<file path="config.mk">
export PLATFORM = sky130hd
export DESIGN_NAME = dualmem_stream_reader
export DESIGN_NICKNAME = d
export VERILOG_FILES = /design/src/rtl/dualmem_stream_reader.sv
export SDC_FILE = /design/constraint.sdc
export NUM_CORES = 1
export LEC_CHECK = 0
export CORE_MARGIN = 4
export CORE_UTILIZATION = 40
export CTS_BUF_LIST = sky130_fd_sc_hd__clkbuf_8
export DETAILED_ROUTE_END_ITERATION = 6
export GPL_ROUTABILITY_DRIVEN = 0
export HOLD_SLACK_MARGIN = 0.03
export PLACE_DENSITY = 0.74
export SLEW_MARGIN = 30
export SYNTH_ARGS = -nofsm -noshare
export SYNTH_HDL_FRONTEND = slang
export SYNTH_SLANG_ARGS = --single-unit
</file>
<file path="constraint.sdc">
create_clock -name clk -period 3.7 [get_ports clk]
set_clock_uncertainty 0.2 [all_clocks]
set_input_delay 0.74 -clock clk [delete_from_list [all_inputs] [get_ports clk]]
set_output_delay 0.74 -clock clk [all_outputs]
set_load 0.005 [all_outputs]
</file>
<file path="src/rtl/dualmem_stream_reader.sv">
// -----------------------------------------------------------------------------
// dualmem_stream_reader
//
// Sequential read engine for port B of a 512 x 64-bit dual-port block RAM.
// A command (start address, word count) is turned into back-to-back
// single-word RAM reads. The RAM's fixed one-cycle read latency is absorbed
// by a small skid FIFO. Words leave on a valid/ready stream that carries a
// last flag.
//
// Ports
//   clk        sole clock; RAM port B runs from the same clock
//   rstn       asynchronous active-low reset
//   cmd_valid  command request
//   cmd_ready  high only while idle
//   cmd_addr   start word address
//   cmd_len    word count, 0..512 (larger values behave modulo 1024)
//   abort      synchronous cancel of the running command
//   mem_en     RAM enb
//   mem_we     RAM web, tied to zero
//   mem_addr   RAM addrb
//   mem_rdata  RAM doutb, valid the cycle after mem_en
//   out_valid  stream word valid
//   out_ready  consumer accept
//   out_data   stream word (zero while out_valid is low)
//   out_last   final word of the command
//   busy       command in progress (state != IDLE)
//   done       one-cycle pulse on normal completion
// -----------------------------------------------------------------------------
module dualmem_stream_reader #(
    parameter int ADDR_W = 9,
    parameter int DATA_W = 64,
    parameter int DEPTH  = 2
) (
    input  logic                clk,
    input  logic                rstn,
    input  logic                cmd_valid,
    output logic                cmd_ready,
    input  logic [ADDR_W-1:0]   cmd_addr,
    input  logic [ADDR_W:0]     cmd_len,
    input  logic                abort,
    output logic                mem_en,
    output logic [DATA_W/8-1:0] mem_we,
    output logic [ADDR_W-1:0]   mem_addr,
    input  logic [DATA_W-1:0]   mem_rdata,
    output logic                out_valid,
    input  logic                out_ready,
    output logic [DATA_W-1:0]   out_data,
    output logic                out_last,
    output logic                busy,
    output logic                done
);

    localparam int PTR_W = (DEPTH > 1) ? $clog2(DEPTH) : 1;
    localparam int CNT_W = $clog2(DEPTH + 1);

    typedef enum logic [1:0] {
        IDLE,
        RUN,
        FIN
    } state_t;

    state_t state, state_nxt;

    // Read issue side
    logic [ADDR_W-1:0] rd_addr;
    logic [ADDR_W:0]   issue_cnt;
    logic              inflight;       // a read was issued last cycle
    logic              inflight_last;  // that read is the command's final word

    // Skid FIFO
    logic [DATA_W-1:0] fifo_data [DEPTH];
    logic [DEPTH-1:0]  fifo_last;
    logic [PTR_W-1:0]  wr_ptr, rd_ptr;
    logic [CNT_W-1:0]  fifo_cnt;

    logic              accept;
    logic              kill;
    logic              push;
    logic              pop;
    logic [CNT_W:0]    occ_after_pop;

    function automatic logic [PTR_W-1:0] ptr_inc(input logic [PTR_W-1:0] p);
        return (p == PTR_W'(DEPTH - 1)) ? '0 : p + 1'b1;
    endfunction

    assign accept = cmd_valid && cmd_ready;
    assign kill   = abort && (state == RUN);
    assign pop    = out_valid && out_ready;
    // A read returning this cycle is dropped if the command is being aborted.
    assign push   = inflight && !kill;

    // Words that will occupy the FIFO once this cycle's pop and the read in
    // flight have settled. Counting the pop lets a stalled stream resume
    // issuing in the same cycle out_ready returns.
    assign occ_after_pop = {1'b0, fifo_cnt}
                         + {{CNT_W{1'b0}}, inflight}
                         - {{CNT_W{1'b0}}, pop};

    assign mem_en   = (state == RUN) && !abort && (issue_cnt != '0)
                   && (occ_after_pop < (CNT_W+1)'(DEPTH));
    assign mem_addr = rd_addr;
    assign mem_we   = '0;

    assign out_valid = (fifo_cnt != '0);
    assign out_data  = out_valid ? fifo_data[rd_ptr] : '0;
    assign out_last  = out_valid && fifo_last[rd_ptr];

    // -------------------------------------------------------------------------
    // FSM
    // -------------------------------------------------------------------------
    always_ff @(posedge clk or negedge rstn) begin
        // NOTE: sequential state uses non-blocking assignments so every
        // register samples pre-edge values regardless of block ordering.
        if (!rstn) begin
            state <= IDLE;
        end else begin
            state <= state_nxt;
        end
    end

    always_comb begin
        // NOTE: every output of this block gets a default first, so no path
        // leaves a signal unassigned and no latch is inferred.
        state_nxt = state;
        cmd_ready = 1'b0;
        busy      = 1'b1;
        done      = 1'b0;
        case (state)
            IDLE: begin
                cmd_ready = 1'b1;
                busy      = 1'b0;
                if (cmd_valid) begin
                    state_nxt = (cmd_len == '0) ? FIN : RUN;
                end
            end
            RUN: begin
                if (abort) begin
                    state_nxt = IDLE;
                end else if (pop && out_last) begin
                    state_nxt = FIN;
                end
            end
            FIN: begin
                done      = 1'b1;
                state_nxt = IDLE;
            end
            default: begin
                state_nxt = IDLE;
            end
        endcase
    end

    // -------------------------------------------------------------------------
    // Read issue
    // -------------------------------------------------------------------------
    always_ff @(posedge clk or negedge rstn) begin
        if (!rstn) begin
            rd_addr       <= '0;
            issue_cnt     <= '0;
            inflight      <= 1'b0;
            inflight_last <= 1'b0;
        end else begin
            inflight <= mem_en;
            if (mem_en) begin
                inflight_last <= (issue_cnt == (ADDR_W+1)'(1));
            end
            if (accept) begin
                rd_addr   <= cmd_addr;
                issue_cnt <= cmd_len;
            end else if (kill) begin
                issue_cnt <= '0;
            end else if (mem_en) begin
                rd_addr   <= rd_addr + 1'b1;  // wraps at the top of the RAM
                issue_cnt <= issue_cnt - 1'b1;
            end
        end
    end

    // -------------------------------------------------------------------------
    // Skid FIFO
    // -------------------------------------------------------------------------
    always_ff @(posedge clk or negedge rstn) begin
        if (!rstn) begin
            wr_ptr   <= '0;
            rd_ptr   <= '0;
            fifo_cnt <= '0;
        end else if (kill) begin
            wr_ptr   <= '0;
            rd_ptr   <= '0;
            fifo_cnt <= '0;
        end else begin
            if (push) begin
                wr_ptr <= ptr_inc(wr_ptr);
            end
            if (pop) begin
                rd_ptr <= ptr_inc(rd_ptr);
            end
            case ({push, pop})
                2'b10:   fifo_cnt <= fifo_cnt + 1'b1;
                2'b01:   fifo_cnt <= fifo_cnt - 1'b1;
                default: fifo_cnt <= fifo_cnt;
            endcase
        end
    end

    // NOTE: the storage array has no reset; an entry is only observed after
    // it has been written, and out_data is forced to zero while empty.
    always_ff @(posedge clk) begin
        if (push) begin
            fifo_data[wr_ptr] <= mem_rdata;
            fifo_last[wr_ptr] <= inflight_last;
        end
    end

endmodule

</file>
==> metrics.txt <==
number of max-slew violations in the final report=0; Initial Utilization=approximately two fifths; internal power=roughly 4.2 mW; result of the run=complete, no violations; x dimension of the die=137.1 um; clock latency of the later-clocked register in the worst-skew pair=450 ps; share of total power in sequential cells=between 40% and 50%; initial antenna violation count=0; Iteration-0 DRC Markers=190; clk sink count=between 150 and 200; max cap viols=0; number of CTS-inserted buffers=17; worst flop-to-flop path startpoint=fifo_cnt[0]; path class of the lowest-slack min-delay path=reg2reg; most area-hungry cell type in the Yosys netlist=sky130_fd_sc_hd__edfxtp_1; worst-case hold slack=286.2 ps; first element of the critical path=out_ready; mean instance size in the synthesized netlist=approximately 14 um2; net switching power=approximately 2.1 mW; transition time at the pin with the least slew margin=555.8 ps; crit path launch type=input port; Leak Pwr=3.247 nW; Final Hold Vio Count=0; crit share post-route=a little over nine tenths; H-tree level count=4; number of flops mapped to enable cells by yosys=between 100 and 150; total die area=roughly 0.019 mm2; first-pass GRT wire length=approximately 23000 um; Worst Path Max Fanout=3; depth of the worst register-to-register path=9; fraction of synthesized cell area taken by the top area cell type=between 50% and 60%; Pre-Repair DR Iteration Count=5; summed negative setup slack over all endpoints=0 ps; Min Clock Period, post-route=3595 ps; fraction of registers with async set/reset=roughly 17%; largest buffer count on any clock path=2; flops & latches, synth=157; count of vias placed by the detailed router=4354; largest cells by area after synthesis=sky130_fd_sc_hd__edfxtp_1 59%, sky130_fd_sc_hd__dfrtp_1 10%, sky130_fd_sc_hd__mux2i_1 9.9%, sky130_fd_sc_hd__nor2_1 4.7%, sky130_fd_sc_hd__nand2_1 1.0%; power density over cell area=693.7 mW/mm2; Site Rows=46; post-synthesis sequential area ratio=about two thirds; relative contribution of combinational cells to total power=between 30% and 40%; antenna-violating nets left=0; Critical Setup Path Class=in2out; share of total power in the clock network=a little over a fifth; RSZ-0062 raised after global routing=false; Critical Path End Type=primary output; number of global-route vias before repair=4565; destination of the critical timing path=mem_en; Total Nets Final=between 700 and 800; required time reported for the critical path endpoint=between 2000 and 3000 ps; clock transition at the register clock pins on the worst setup and hold paths after CTS=~80 ps; FMAX=between 0.2 and 0.3 GHz; net switching share of the total power=roughly a third; area of the mapped netlist=roughly 0.0067 mm2; Core Area=roughly 0.016 mm2; Die Y-Extent=approximately 140 um; Hold Path Cell Cnt=0; post-route core utilization=~56%; clock tree from TritonCTS=built; Vias/cell=4.953; layout cell share with drive strength beyond 1=around an eighth; Synth Flop Type=sky130_fd_sc_hd__edfxtp_1; Routed Wire Length=between 10000 and 15000 um; post-detailed-placement half-perimeter wirelength=a little under 10000 um; remaining max-slew budget at the tightest pin=between 60% and 70%; number of remaining DRC errors=0; CP arrival=approximately 2700 ps; ports placed on the boundary=175; synthesized instance count=471; number of warnings printed during yosys synthesis=0; total global routing track utilization=around 16%; antenna cells=0; number of buffers inserted by port buffering=166; count of different cell masters after synthesis=56; reg2reg end=mem_addr[6]; VDD IR max=just under 0.4 mV; post-DR wirelength/cell=around 17 um; signed area change from the synthesized netlist to the final layout=36.00%; total setup violations reported at the end of the flow=0; setup slack of the most critical reg-to-reg path=1040 ps; clk root buf=sky130_fd_sc_hd__clkbuf_8; largest net degree at the start of global routing=66; sum of overflow across all layers after global routing=0
placed cells by master (no fill, tap or decap), drive strengths merged, types with 15 or more instances in the layout:
cell type / n
nor2: 85
mux2i: 66
inv: 15
nand2: 20
clkbuf: 17
dfrtp: 27
clkdlybuf4s50: 165
edfxtp: 130
buf: 17
layout make-up:
| type | count | area [um2] |
|---|---|---|
| Timing Repair Buffer | 183 | 1826 |
| Clock buffer | 17 | 234.0 |
| Sequential cell | 157 | 4586 |
| Inverter | 8 | 30.03 |
| Clock inverter | 15 | 178.9 |
| Fill cell | 1302 | 7044 |
| Tap cell | 216 | 270.3 |
| Multi-Input combinational cell | 283 | 1947 |
kinds of logic (layout without fill, tap and decap cells):
| family | after synthesis | after routing | share of synthesized area, % |
|---|---|---|---|
| adder cells (fa/ha/maj) | 5 | 5 | 1.051 |
| flip-flops | 157 | 157 | 68.66 |
| AO/OA/AOI/OAI | 40 | 40 | 4.165 |
| AND/OR/NAND/NOR | 149 | 149 | 11.18 |
| multiplexers | 68 | 68 | 10.24 |
| buffers and inverters | 38 | 223 | 2.945 |
| other | 1 | 8 | 0.05622 |
| XOR/XNOR | 13 | 13 | 1.707 |
how the worst min path moves through the flow:
stage / from / end / slack [ps]
final: inflight_last / fifo_last[0] / 290
after global routing: inflight_last / fifo_last[1] / 310
after CTS: inflight_last / fifo_last[1] / 290
after detailed placement: inflight_last / fifo_last[1] / 260
after global placement: inflight_last / fifo_last[1] / 260
after floorplan: rstn / fifo_cnt[0] / 240
power by group through the flow:
stage          clock (mW)  combinational [mW]  sequential [mW]
2_1_floorplan           0                1.34             2.47
3_3_place_gp            0                2.37             2.57
3_5_place_dp            0                2.42             2.59
4_1_cts              1.34                2.44             2.56
5_1_grt              1.42                2.65             2.59
6_report             1.31                2.43             2.55
synthesized netlist by cell type, types with 3 or more instances:
library cell                instances
sky130_fd_sc_hd__ha_1               4
sky130_fd_sc_hd__o21ai_0            5
sky130_fd_sc_hd__buf_4              8
sky130_fd_sc_hd__xor2_1             6
sky130_fd_sc_hd__buf_2             10
sky130_fd_sc_hd__dfrtp_1           27
sky130_fd_sc_hd__nand3_1           11
sky130_fd_sc_hd__mux2i_1           66
sky130_fd_sc_hd__o211ai_1           3
sky130_fd_sc_hd__nor4_1             3
sky130_fd_sc_hd__o21ai_1            9
sky130_fd_sc_hd__nor2_1            83
sky130_fd_sc_hd__a2bb2oi_1          6
sky130_fd_sc_hd__nor3_1             4
sky130_fd_sc_hd__a21oi_1            4
sky130_fd_sc_hd__edfxtp_1         130
sky130_fd_sc_hd__clkbuf_1           6
sky130_fd_sc_hd__inv_1              6
sky130_fd_sc_hd__and3_1             5
sky130_fd_sc_hd__nand2_1           18
sky130_fd_sc_hd__buf_1              4
sky130_fd_sc_hd__xnor2_1            7
critical path, stage by stage:
cell,delay [ps]
sky130_fd_sc_hd__dlygate4sd2_1,240
sky130_fd_sc_hd__nand2b_1,100
sky130_fd_sc_hd__nor2_2,140
sky130_fd_sc_hd__o21ai_1,100
sky130_fd_sc_hd__fa_2,540
sky130_fd_sc_hd__and3_4,200
sky130_fd_sc_hd__nand2_4,50
sky130_fd_sc_hd__inv_2,50
sky130_fd_sc_hd__clkdlybuf4s50_1,490
state kept, by name, indices dropped and copies added (netlist names):
register / flops
mem_addr: 9
inflight: 1
inflight_last: 1
fifo_data: 128
wr_ptr: 1
fifo_last: 2
fifo_cnt: 2
rd_ptr: 1
state: 2
issue_cnt: 10
metal layers:
metal  GRT usage (%)  wire length (um)  vias up
li1                -                 -     2070
met1           19.52              6245     2100
met2           26.68              7233      167
met3           5.221              1218       17
met4           5.044               161        0
met5               0                 0        -
what timing repair did:
item / in CTS / in global routing
hold buffers: 0 / 0
setup endpoints to repair: 1 / 1
buffers inserted: 0 / 2
gates resized for setup: 4 / 3
pin swaps: 1 / 0
stage by stage:
step                total power, mW  instances  instance area [um2]  worst slack [ps]
finish                        6.293        879                 9071             104.8
global route                  6.665        879                 9071             12.25
CTS                           6.339        877                 9051             58.29
detailed placement            5.016        845                 8632            -219.5
global placement              4.943        845                 8632            -150.0
floorplan                     3.807        478                 6699             481.5
No activity file was read; power rests on OpenSTA's default activity.
